<file path="config.mk">
export PLATFORM = sky130hd
export DESIGN_NAME = fetch_decode_register
export DESIGN_NICKNAME = d
export VERILOG_FILES = /design/src/rtl/fetch_decode_register.sv
export SDC_FILE = /design/constraint.sdc
export NUM_CORES = 1
export LEC_CHECK = 0
export CELL_PAD_IN_SITES_DETAIL_PLACEMENT = 1
export CELL_PAD_IN_SITES_GLOBAL_PLACEMENT = 2
export CORE_AREA = 5 5 101 103
export DETAILED_ROUTE_END_ITERATION = 10
export DIE_AREA = 0 0 106 108
export DONT_BUFFER_PORTS = 1
export GPL_TIMING_DRIVEN = 0
export PLACE_DENSITY_LB_ADDON = 0.1
export SLEW_MARGIN = 20
export SYNTH_ARGS = -nofsm -noshare
export SYNTH_HDL_FRONTEND = slang
export SYNTH_SLANG_ARGS = --single-unit
</file>
<file path="constraint.sdc">
create_clock -name clk -period 2.2 [get_ports clk]
set_clock_uncertainty 0.05 [all_clocks]
set_input_delay 0.33 -clock clk [delete_from_list [all_inputs] [get_ports clk]]
set_output_delay 0.33 -clock clk [all_outputs]
set_load 0.005 [all_outputs]
</file>
<file path="src/rtl/fetch_decode_register.sv">
// rtl/fetch_decode_register.sv - fetch/decode pipeline register with stall hold, flush squash and stall watchdog
module fetch_decode_register #(
    parameter int                 WORD_WIDTH           = 32,
    parameter int                 REGISTER_INDEX_WIDTH = 5,
    parameter logic [WORD_WIDTH-1:0] NOP_INSTRUCTION   = 32'h00000033,
    parameter int                 STALL_TIMEOUT        = 64
) (
    input  logic                            clk,
    input  logic                            rst_n,
    input  logic                            fetch_valid,
    input  logic [WORD_WIDTH-1:0]           fetch_instruction,
    input  logic [WORD_WIDTH-1:0]           fetch_pc,
    input  logic                            stall,
    input  logic                            flush,
    output logic                            fetch_ready,
    output logic                            decode_valid,
    output logic [WORD_WIDTH-1:0]           decode_instruction,
    output logic [WORD_WIDTH-1:0]           decode_pc,
    output logic [6:0]                      decode_op_code,
    output logic [REGISTER_INDEX_WIDTH-1:0] decode_idx_dst,
    output logic [REGISTER_INDEX_WIDTH-1:0] decode_idx_src_1,
    output logic [REGISTER_INDEX_WIDTH-1:0] decode_idx_src_2,
    output logic                            execute_bubble,
    output logic [7:0]                      stall_cycles,
    output logic                            stall_timeout
);

    typedef enum logic {
        RUN    = 1'b0,
        SQUASH = 1'b1
    } state_t;

    state_t     state;
    logic       stall_effective;
    logic [8:0] stall_next;

    // A stall against a bubble or during the squash cycle has nothing to hold.
    assign stall_effective = stall & decode_valid & (state == RUN);
    assign fetch_ready     = ~stall_effective;
    assign execute_bubble  = stall_effective | ~decode_valid;
    assign stall_next      = {1'b0, stall_cycles} + 9'd1;

    // Bubbles hold NOP_INSTRUCTION, so these slices read as the NOP's fields.
    assign decode_op_code   = decode_instruction[6:0];
    assign decode_idx_dst   = decode_instruction[7 +: REGISTER_INDEX_WIDTH];
    assign decode_idx_src_1 = decode_instruction[15 +: REGISTER_INDEX_WIDTH];
    assign decode_idx_src_2 = decode_instruction[20 +: REGISTER_INDEX_WIDTH];

    always_ff @(posedge clk or negedge rst_n) begin
        if (!rst_n) begin
            state              <= RUN;
            decode_instruction <= NOP_INSTRUCTION;
            decode_pc          <= '0;
            decode_valid       <= 1'b0;
            stall_cycles       <= 8'd0;
            stall_timeout      <= 1'b0;
        end else if (flush) begin
            state              <= SQUASH;
            decode_instruction <= NOP_INSTRUCTION;
            decode_valid       <= 1'b0;
            stall_cycles       <= 8'd0;
        end else if (state == SQUASH) begin
            // Drop the instruction fetched in the branch shadow.
            state              <= RUN;
            decode_instruction <= NOP_INSTRUCTION;
            decode_valid       <= 1'b0;
            stall_cycles       <= 8'd0;
        end else if (stall_effective) begin
            if (stall_next <= 9'd255) begin
                stall_cycles <= stall_next[7:0];
            end
            if (stall_next == 9'(STALL_TIMEOUT)) begin
                stall_timeout <= 1'b1;
            end
        end else if (fetch_valid) begin
            decode_instruction <= fetch_instruction;
            decode_pc          <= fetch_pc;
            decode_valid       <= 1'b1;
            stall_cycles       <= 8'd0;
        end else begin
            decode_instruction <= NOP_INSTRUCTION;
            decode_valid       <= 1'b0;
            stall_cycles       <= 8'd0;
        end
    end

endmodule

</file>
==> results of run 1 <==
==> logic make-up after synthesis <==
kind of cell,Yosys count,share of synthesized area
AO/OA/AOI/OAI,44,0.118
multiplexers,3,0.00971
buffers and inverters,40,0.0765
AND/OR/NAND/NOR,127,0.168
adder cells (fa/ha/maj),2,0.00809
XOR/XNOR,4,0.0113
flip-flops,75,0.608
==> synth_stat cells <==
master / count / area (um^2)
mux2i_1: 3 / 30.0
xnor2_1: 2 / 17.5
ha_1: 2 / 25.0
a31oi_1: 1 / 6.26
xor2_1: 2 / 17.5
and3_1: 1 / 6.26
o211a_1: 1 / 10.0
clkbuf_1: 10 / 37.5
nand2_1: 104 / 390
nor3_1: 4 / 20.0
a21o_1: 1 / 7.51
or2_1: 1 / 6.26
or3_1: 3 / 18.8
and4_1: 1 / 8.76
dfrtp_1: 71 / 1780
nand2b_1: 1 / 6.26
a211oi_2: 1 / 12.5
a22o_1: 27 / 236
a211o_1: 1 / 8.76
inv_1: 4 / 15.0
buf_2: 3 / 15.0
nand3_1: 5 / 25.0
buf_1: 1 / 3.75
o22a_1: 4 / 35.0
dfstp_2: 4 / 105
nor4b_1: 1 / 8.76
buf_4: 22 / 165
o31ai_2: 1 / 12.5
nand3b_2: 1 / 11.3
a21oi_1: 7 / 35.0
nor2_1: 5 / 18.8
==> layer usage <==
| metal | GRT usage | share of wire | vias up |
|---|---|---|---|
| met4 | 0.0361 | 0.0095 | 0 |
| li1 | - | - | 988 |
| met1 | 0.183 | 0.42 | 1072 |
| met5 | 0 | 0 | - |
| met3 | 0.0752 | 0.10 | 6 |
| met2 | 0.232 | 0.47 | 104 |
==> power breakdown <==
part | switching [W] | internal (W) | leakage [nW] | total [W]
clock | 0.000513 | 0.000524 | 0.0885 | 0.00104
sequential | 0.000110 | 0.00150 | 0.972 | 0.00161
combinational | 0.000119 | 0.0000805 | 0.674 | 0.000199
==> worst max path at each step <==
stage | start | slack [ns] | cells after the start | end
CTS | stall_cycles[0]$_DFFE_PN0P_ | 0.14 | 6 | stall_cycles[1]$_DFFE_PN0P_
global placement | stall_cycles[0]$_DFFE_PN0P_ | 0.18 | 6 | stall_cycles[0]$_DFFE_PN0P_
floorplan | stall_cycles[0]$_DFFE_PN0P_ | 0.43 | 6 | stall_cycles[0]$_DFFE_PN0P_
detailed placement | stall_cycles[0]$_DFFE_PN0P_ | 0.16 | 6 | stall_cycles[1]$_DFFE_PN0P_
global route | stall_cycles[0]$_DFFE_PN0P_ | 0.04 | 6 | stall_cycles[1]$_DFFE_PN0P_
finish | stall_cycles[0]$_DFFE_PN0P_ | 0.16 | 6 | stall_cycles[1]$_DFFE_PN0P_
==> cell type report <==
type / instances / area (um^2) / share of cell area
clock buffers: 10 / 128 / 0.0367
multi-input cells: 180 / 975 / 0.281
plain buffers: 36 / 221 / 0.0638
inverters: 4 / 15.0 / 0.00432
well taps: 111 / 139 / 0.0400
repair buffers: 3 / 47.5 / 0.0137
clock inverters: 6 / 66.3 / 0.0191
flip-flops and latches: 75 / 1880 / 0.542
==> state kept, by name (all words and copies together), names as in the netlist <==
| signal | flops |
|---|---|
| state | 1 |
| decode_pc | 32 |
| decode_valid | 1 |
| decode_instruction | 32 |
| stall_cycles | 8 |
| stall_timeout | 1 |
==> what timing repair did <==
action,CTS,global route
setup endpoints to repair,0,0
hold endpoints to repair,77,0
hold buffers,3,0
==> worst max-delay path: stages (launching register included) <==
cell and delay [ns]:
dfrtp_1 0.48, inv_1 0.09, ha_1 0.32, nor4b_1 0.46, a21o_1 0.13, a31oi_1 0.20, mux2i_1 0.17
==> layout by cell type (no fill, tap or decap), drive strengths merged, types with 4 or more instances in the layout <==
master / Yosys / final
a21oi: 7 / 7
a22o: 27 / 27
buf: 26 / 27
clkbuf: 10 / 20
dfrtp: 71 / 71
dfstp: 4 / 4
inv: 4 / 4
nand2: 104 / 104
nand3: 5 / 5
nor2: 5 / 5
nor3: 4 / 4
o22a: 4 / 4
==> metrics by stage <==
| step | util | power [W] | hold WS, ns |
|---|---|---|---|
| after floorplan | - | 0.00174 | -0.0156 |
| after global placement | 0.355 | 0.00180 | -0.0136 |
| after detailed placement | 0.355 | 0.00181 | -0.0136 |
| after CTS | 0.381 | 0.00291 | 0.0153 |
| after global routing | 0.381 | 0.00302 | 0.0155 |
| final | 0.381 | 0.00285 | 0.0395 |
==> metrics.yaml, run 1 <==
layout:
  fill_cells: 1033
  area_growth_pct: 12.3
  diodes: 0
  drive_gt1_frac: 0.153
  layoutNonFillerInstCount: 425
  finalNetCount: 380
  final_area_um2: 3470
synthesis:
  yosys_warnings: 0
  syn-cell-area_um2: 3090
  syn_avg_cell_area_um2: 10.5
  synth.net_count: 366
  synth_cells: 295
  synth_seq_area_share: 0.608
  yosysUniqueCellTypes: 31
  ys_ff_latch: 75
worst_setup_path:
  cp_max_fo: 6
  r2r_end: "stall_cycles[1]$_DFFE_PN0P_"
  r2r_cells: 6
  crit_type: "reg -> reg"
  cp_data_required_time_ns: 2.36
  critPathCaptureType: "register"
  reg2reg_from: "stall_cycles[0]$_DFFE_PN0P_"
  r2r_slack_ns: 0.16
  critical_path_arrival_ns: 2.20
  start_kind: "register"
place:
  numPortBuffers: 0
  placedCellCount: 406
  dpl_cell_area_um2: 3230
  place_congestion: 0.729
  pre_cts_slack_ns: 0.159
  dp_hpwl_um: 6150
clocking:
  clock_path_buffers: 2
  cts_resized: 0
  cts_buffers: 9
  cts_setup_buffers: 0
  cts_root_buffer: "clkbuf_8"
  cts_tree: "yes"
  cts.sinks: 75
  h-tree-depth: 3
  path_clk_slew_ns: 0.08
  clk_latency_ns: 0.34
global_routing:
  antenna_found_initial: 0
  grt_overflow: 0
  grt_pass1_vias: 2347
  grt_util_all_layers: 0.148
  grt_max_degree: 76
  grt_first_pass_wirelength_um: 13200
floorplanning:
  coreArea_um2: 9110
  rows: 35
  die_w_um: 106
  die_y_um: 108
  dieArea_um2: 11400
  initial_core_util: 0.340
  num_io_pins: 167
detailed_routing:
  wl_um: 8540
  drtIter0Drc: 68
  firstDrtPassIters: 4
  drc: 0
  via_per_inst: 5.11
  ant_nets: 0
  vias: 2170
  wire_per_inst_um: 20.1
run:
  timing.max_cap.violations: 0
timing:
  hold_viol_final: 0
  tns_ns: 0
  drv_slew: 0
  setup_viol: 0
  tightest_slew_ns: 0.545
  period_share: 0.926
  postLayoutSetupSlackWorst_ns: 0.162
  max_freq_ghz: 0.491
  rsz0062_at_grt: "no"
  relSlewSlack: 0.637
  period_minus_slack_ns: 2.04
power:
  p_per_area_nw_per_um2: 820
  irDropWorstVdd_v: 0.000341
  p_leak_nw: 1.73
worst_hold_path:
  min_delay_path_depth: 2
  hp-class: "in -> reg"
  hold_path_end: "decode_pc[22]$_DFFE_PN0P_"
  min-delay-start: "fetch_pc[22]"
status:
  status: "finished clean"
Power figures use the tool's default switching activity.
==> run 2, diff against run 1 <==
--- a/config.mk
+++ b/config.mk
@@ -7,9 +7,9 @@
 export LEC_CHECK = 0
 export CELL_PAD_IN_SITES_DETAIL_PLACEMENT = 1
 export CELL_PAD_IN_SITES_GLOBAL_PLACEMENT = 2
-export CORE_AREA = 5 5 101 103
+export CORE_AREA = 5 5 97 99
 export DETAILED_ROUTE_END_ITERATION = 10
-export DIE_AREA = 0 0 106 108
+export DIE_AREA = 0 0 102 104
 export DONT_BUFFER_PORTS = 1
 export GPL_TIMING_DRIVEN = 0
 export PLACE_DENSITY_LB_ADDON = 0.1
==> constraint.sdc (replaced) <==
create_clock -name clk -period 2.5 [get_ports clk]
set_clock_uncertainty 0.05 [all_clocks]
set_input_delay 0.375 -clock clk [delete_from_list [all_inputs] [get_ports clk]]
set_output_delay 0.375 -clock clk [all_outputs]
set_load 0.005 [all_outputs]
==> run 2 against run 1 <==
  * Combinational power shrank 13%
  * Critical path type unchanged
  * Register-to-register slack gained 0.27 ns
  * Routed wire length shrank 0.69%
  * Critical endpoint is now stall_cycles[0]$_DFFE_PN0P_
==> metrics.yaml, run 2 (synthesized netlist as in run 1, its figures left out) <==
clocking:
  h-tree-depth: 3  # unchanged
  cts_tree: "yes"
  cts.sinks: 75  # unchanged
  path_clk_slew_ns: 0.08  # about the same
  clock_path_buffers: 2  # unchanged
  cts_buffers: 9  # unchanged
  cts_root_buffer: "clkbuf_8"
  cts_setup_buffers: 0  # unchanged
  clk_latency_ns: 0.34  # about the same
floorplanning:
  initial_core_util: 0.365  # +0.0258
  num_io_pins: 167  # unchanged
  rows: 34  # -2.9%
  coreArea_um2: 8470  # -7.1%
  die_w_um: 102  # -3.8%
  die_y_um: 104  # -3.7%
  dieArea_um2: 10600  # -7.3%
timing:
  setup_viol: 0  # unchanged
  drv_slew: 0  # unchanged
  relSlewSlack: 0.604  # -0.0327
  rsz0062_at_grt: "no"
  tns_ns: 0  # unchanged
  postLayoutSetupSlackWorst_ns: 0.431  # +0.270 ns
  max_freq_ghz: 0.483  # -1.5%
  period_share: 0.827  # -0.0990
  hold_viol_final: 0  # unchanged
  period_minus_slack_ns: 2.07  # +0.0305 ns
  tightest_slew_ns: 0.594  # +0.0491 ns
layout:
  drive_gt1_frac: 0.153  # unchanged
  layoutNonFillerInstCount: 422  # -0.71%
  multi_input_area_um2: 975  # unchanged
  area_growth_pct: 13.3
  seq_area_um2: 1880  # unchanged
  utilization: 0.414  # +0.0325
  finalNetCount: 380  # unchanged
  fill_cells: 961  # -7.0%
  final_common_cell: "nand2_1"
  diodes: 0  # unchanged
  reg.largest.list: "decode_instruction: 32 flops, decode_pc: 32 flops, stall_cycles: 8 flops"
  final_cell_mix: "nand2_1, dfrtp_1, a22o_1"
power:
  p_comb_frac: 0.065  # -0.005
  clock_power_share: 0.400  # +0.036
  p_int_w: 0.00201  # -4.6%
  pwr-share-seq: 0.534  # -0.032
  p_sw_w: 0.000642  # -14%
  total_power_w: 0.00265  # -7.0%
  p_leak_nw: 1.76  # +1.4%
  irDropWorstVdd_v: 0.000311  # -8.6%
  sw_frac_of_total: 0.242  # -0.0185
  p_per_area_nw_per_um2: 756  # -7.8%
worst_setup_path:
  critPathCaptureType: "register"
  slowest_stage: "nor4b_1"
  critical_path_arrival_ns: 2.22  # +0.02 ns
  start_kind: "register"
  cp_max_fo: 6  # unchanged
  crit_type: "reg -> reg"
  cp_data_required_time_ns: 2.65  # +0.29 ns
  path_cells: "inv_1, ha_1, nor4b_1, a21o_1, a31oi_1, mux2i_1"
  max_stage_delay_ns: 0.49  # about the same
detailed_routing:
  ant_nets: 0  # unchanged
  drc: 0  # unchanged
  wire_per_inst_um: 20.1  # about the same
  wl_um: 8480  # -0.69%
  vias: 2153  # -0.78%
  via_per_inst: 5.10  # about the same
  firstDrtPassIters: 4  # unchanged
  drtIter0Drc: 37  # -46%
place:
  pre_cts_slack_ns: 0.413  # +0.254 ns
  placedCellCount: 403  # -0.74%
  numPortBuffers: 0  # unchanged
  dp_hpwl_um: 6120  # -0.37%
  place_congestion: 0.752  # +3.0%
status:
  status: "finished clean"
global_routing:
  grt_max_degree: 76  # unchanged
  grt_pass1_vias: 2373  # +1.1%
  grt_overflow: 0  # unchanged
  grt_first_pass_wirelength_um: 13400  # +1.2%
  grt_util_all_layers: 0.162  # +0.0134
  antenna_found_initial: 0  # unchanged
run:
  timing.max_cap.violations: 0  # unchanged
worst_hold_path:
  hp-class: "in -> reg"
## run 2: cell types whose count changed in the layout (fill, tap and decap cells not counted), sizes merged
cell	delta
clkbuf	+2
clkinvlp	-2
clkinv	-1
bufinv	+1
## run 2: metal layers
metal,GRT usage,wire length [um],vias to the layer above
li1,-,-,988
met1,0.203,3370,1061
met2,0.249,4060,95
met3,0.0657,917,9
met4,0.0590,129,0
met5,0,0,-
## run 2: through the flow
stage                     cell area, um^2  hold WS [ns]
after floorplan                      3090        0.0294
after global placement               3230        0.0313
after detailed placement             3230        0.0314
after CTS                            3500        0.0224
after global routing                 3500        0.0161
final                                3500        0.0443
## run 2: worst paths after layout
check	to	startpoint	slack, ns	cells after the start
setup / recovery	stall_cycles[0]$_DFFE_PN0P_	stall_cycles[0]$_DFFE_PN0P_	0.43	6
hold / removal	decode_instruction[31]$_DFFE_PN0P_	flush	0.04	1
setup reg to reg	stall_cycles[0]$_DFFE_PN0P_	stall_cycles[0]$_DFFE_PN0P_	0.43	6
hold reg to reg	decode_pc[16]$_DFFE_PN0P_	decode_pc[16]$_DFFE_PN0P_	0.46	2
max in group asynchronous	decode_instruction[5]$_DFFE_PN1P_	rst_n	1.52	2
min in group asynchronous	decode_pc[20]$_DFFE_PN0P_	rst_n	0.56	2
## run 2: area by class of cell
cell class              count  share of cell area
flip-flops and latches     75               0.537
multi-input cells         180               0.278
inverters                   4             0.00429
plain buffers              36              0.0632
clock inverters             4              0.0207
repair buffers              3              0.0136
well taps                 108              0.0386
clock buffers              12              0.0443
## run 2: worst max-delay path: cells and delay by family (launching register included)
kind | cells | cell delay, ns
DFF | 1 | 0.48
adders and majority gates | 1 | 0.32
AOI/OAI and AO/OA | 2 | 0.33
buffers and inverters | 1 | 0.09
muxes | 1 | 0.17
and+or+nand+nor | 1 | 0.49
## run 2: power groups by stage
stage | logic, W | registers [W] | clock network, W
finish | 0.000173 | 0.00141 | 0.00106
global route | 0.000208 | 0.00143 | 0.00115
CTS | 0.000181 | 0.00142 | 0.00110
detailed placement | 0.000148 | 0.00144 | 0
global placement | 0.000139 | 0.00144 | 0
floorplan | 0.000120 | 0.00141 | 0
## run 2: what timing repair did
item                                   in CTS  in global routing
endpoints found under the hold margin      76                  0
hold buffers                                3                  0
setup endpoints to repair                   0                  0
gates resized for setup                     0                  0
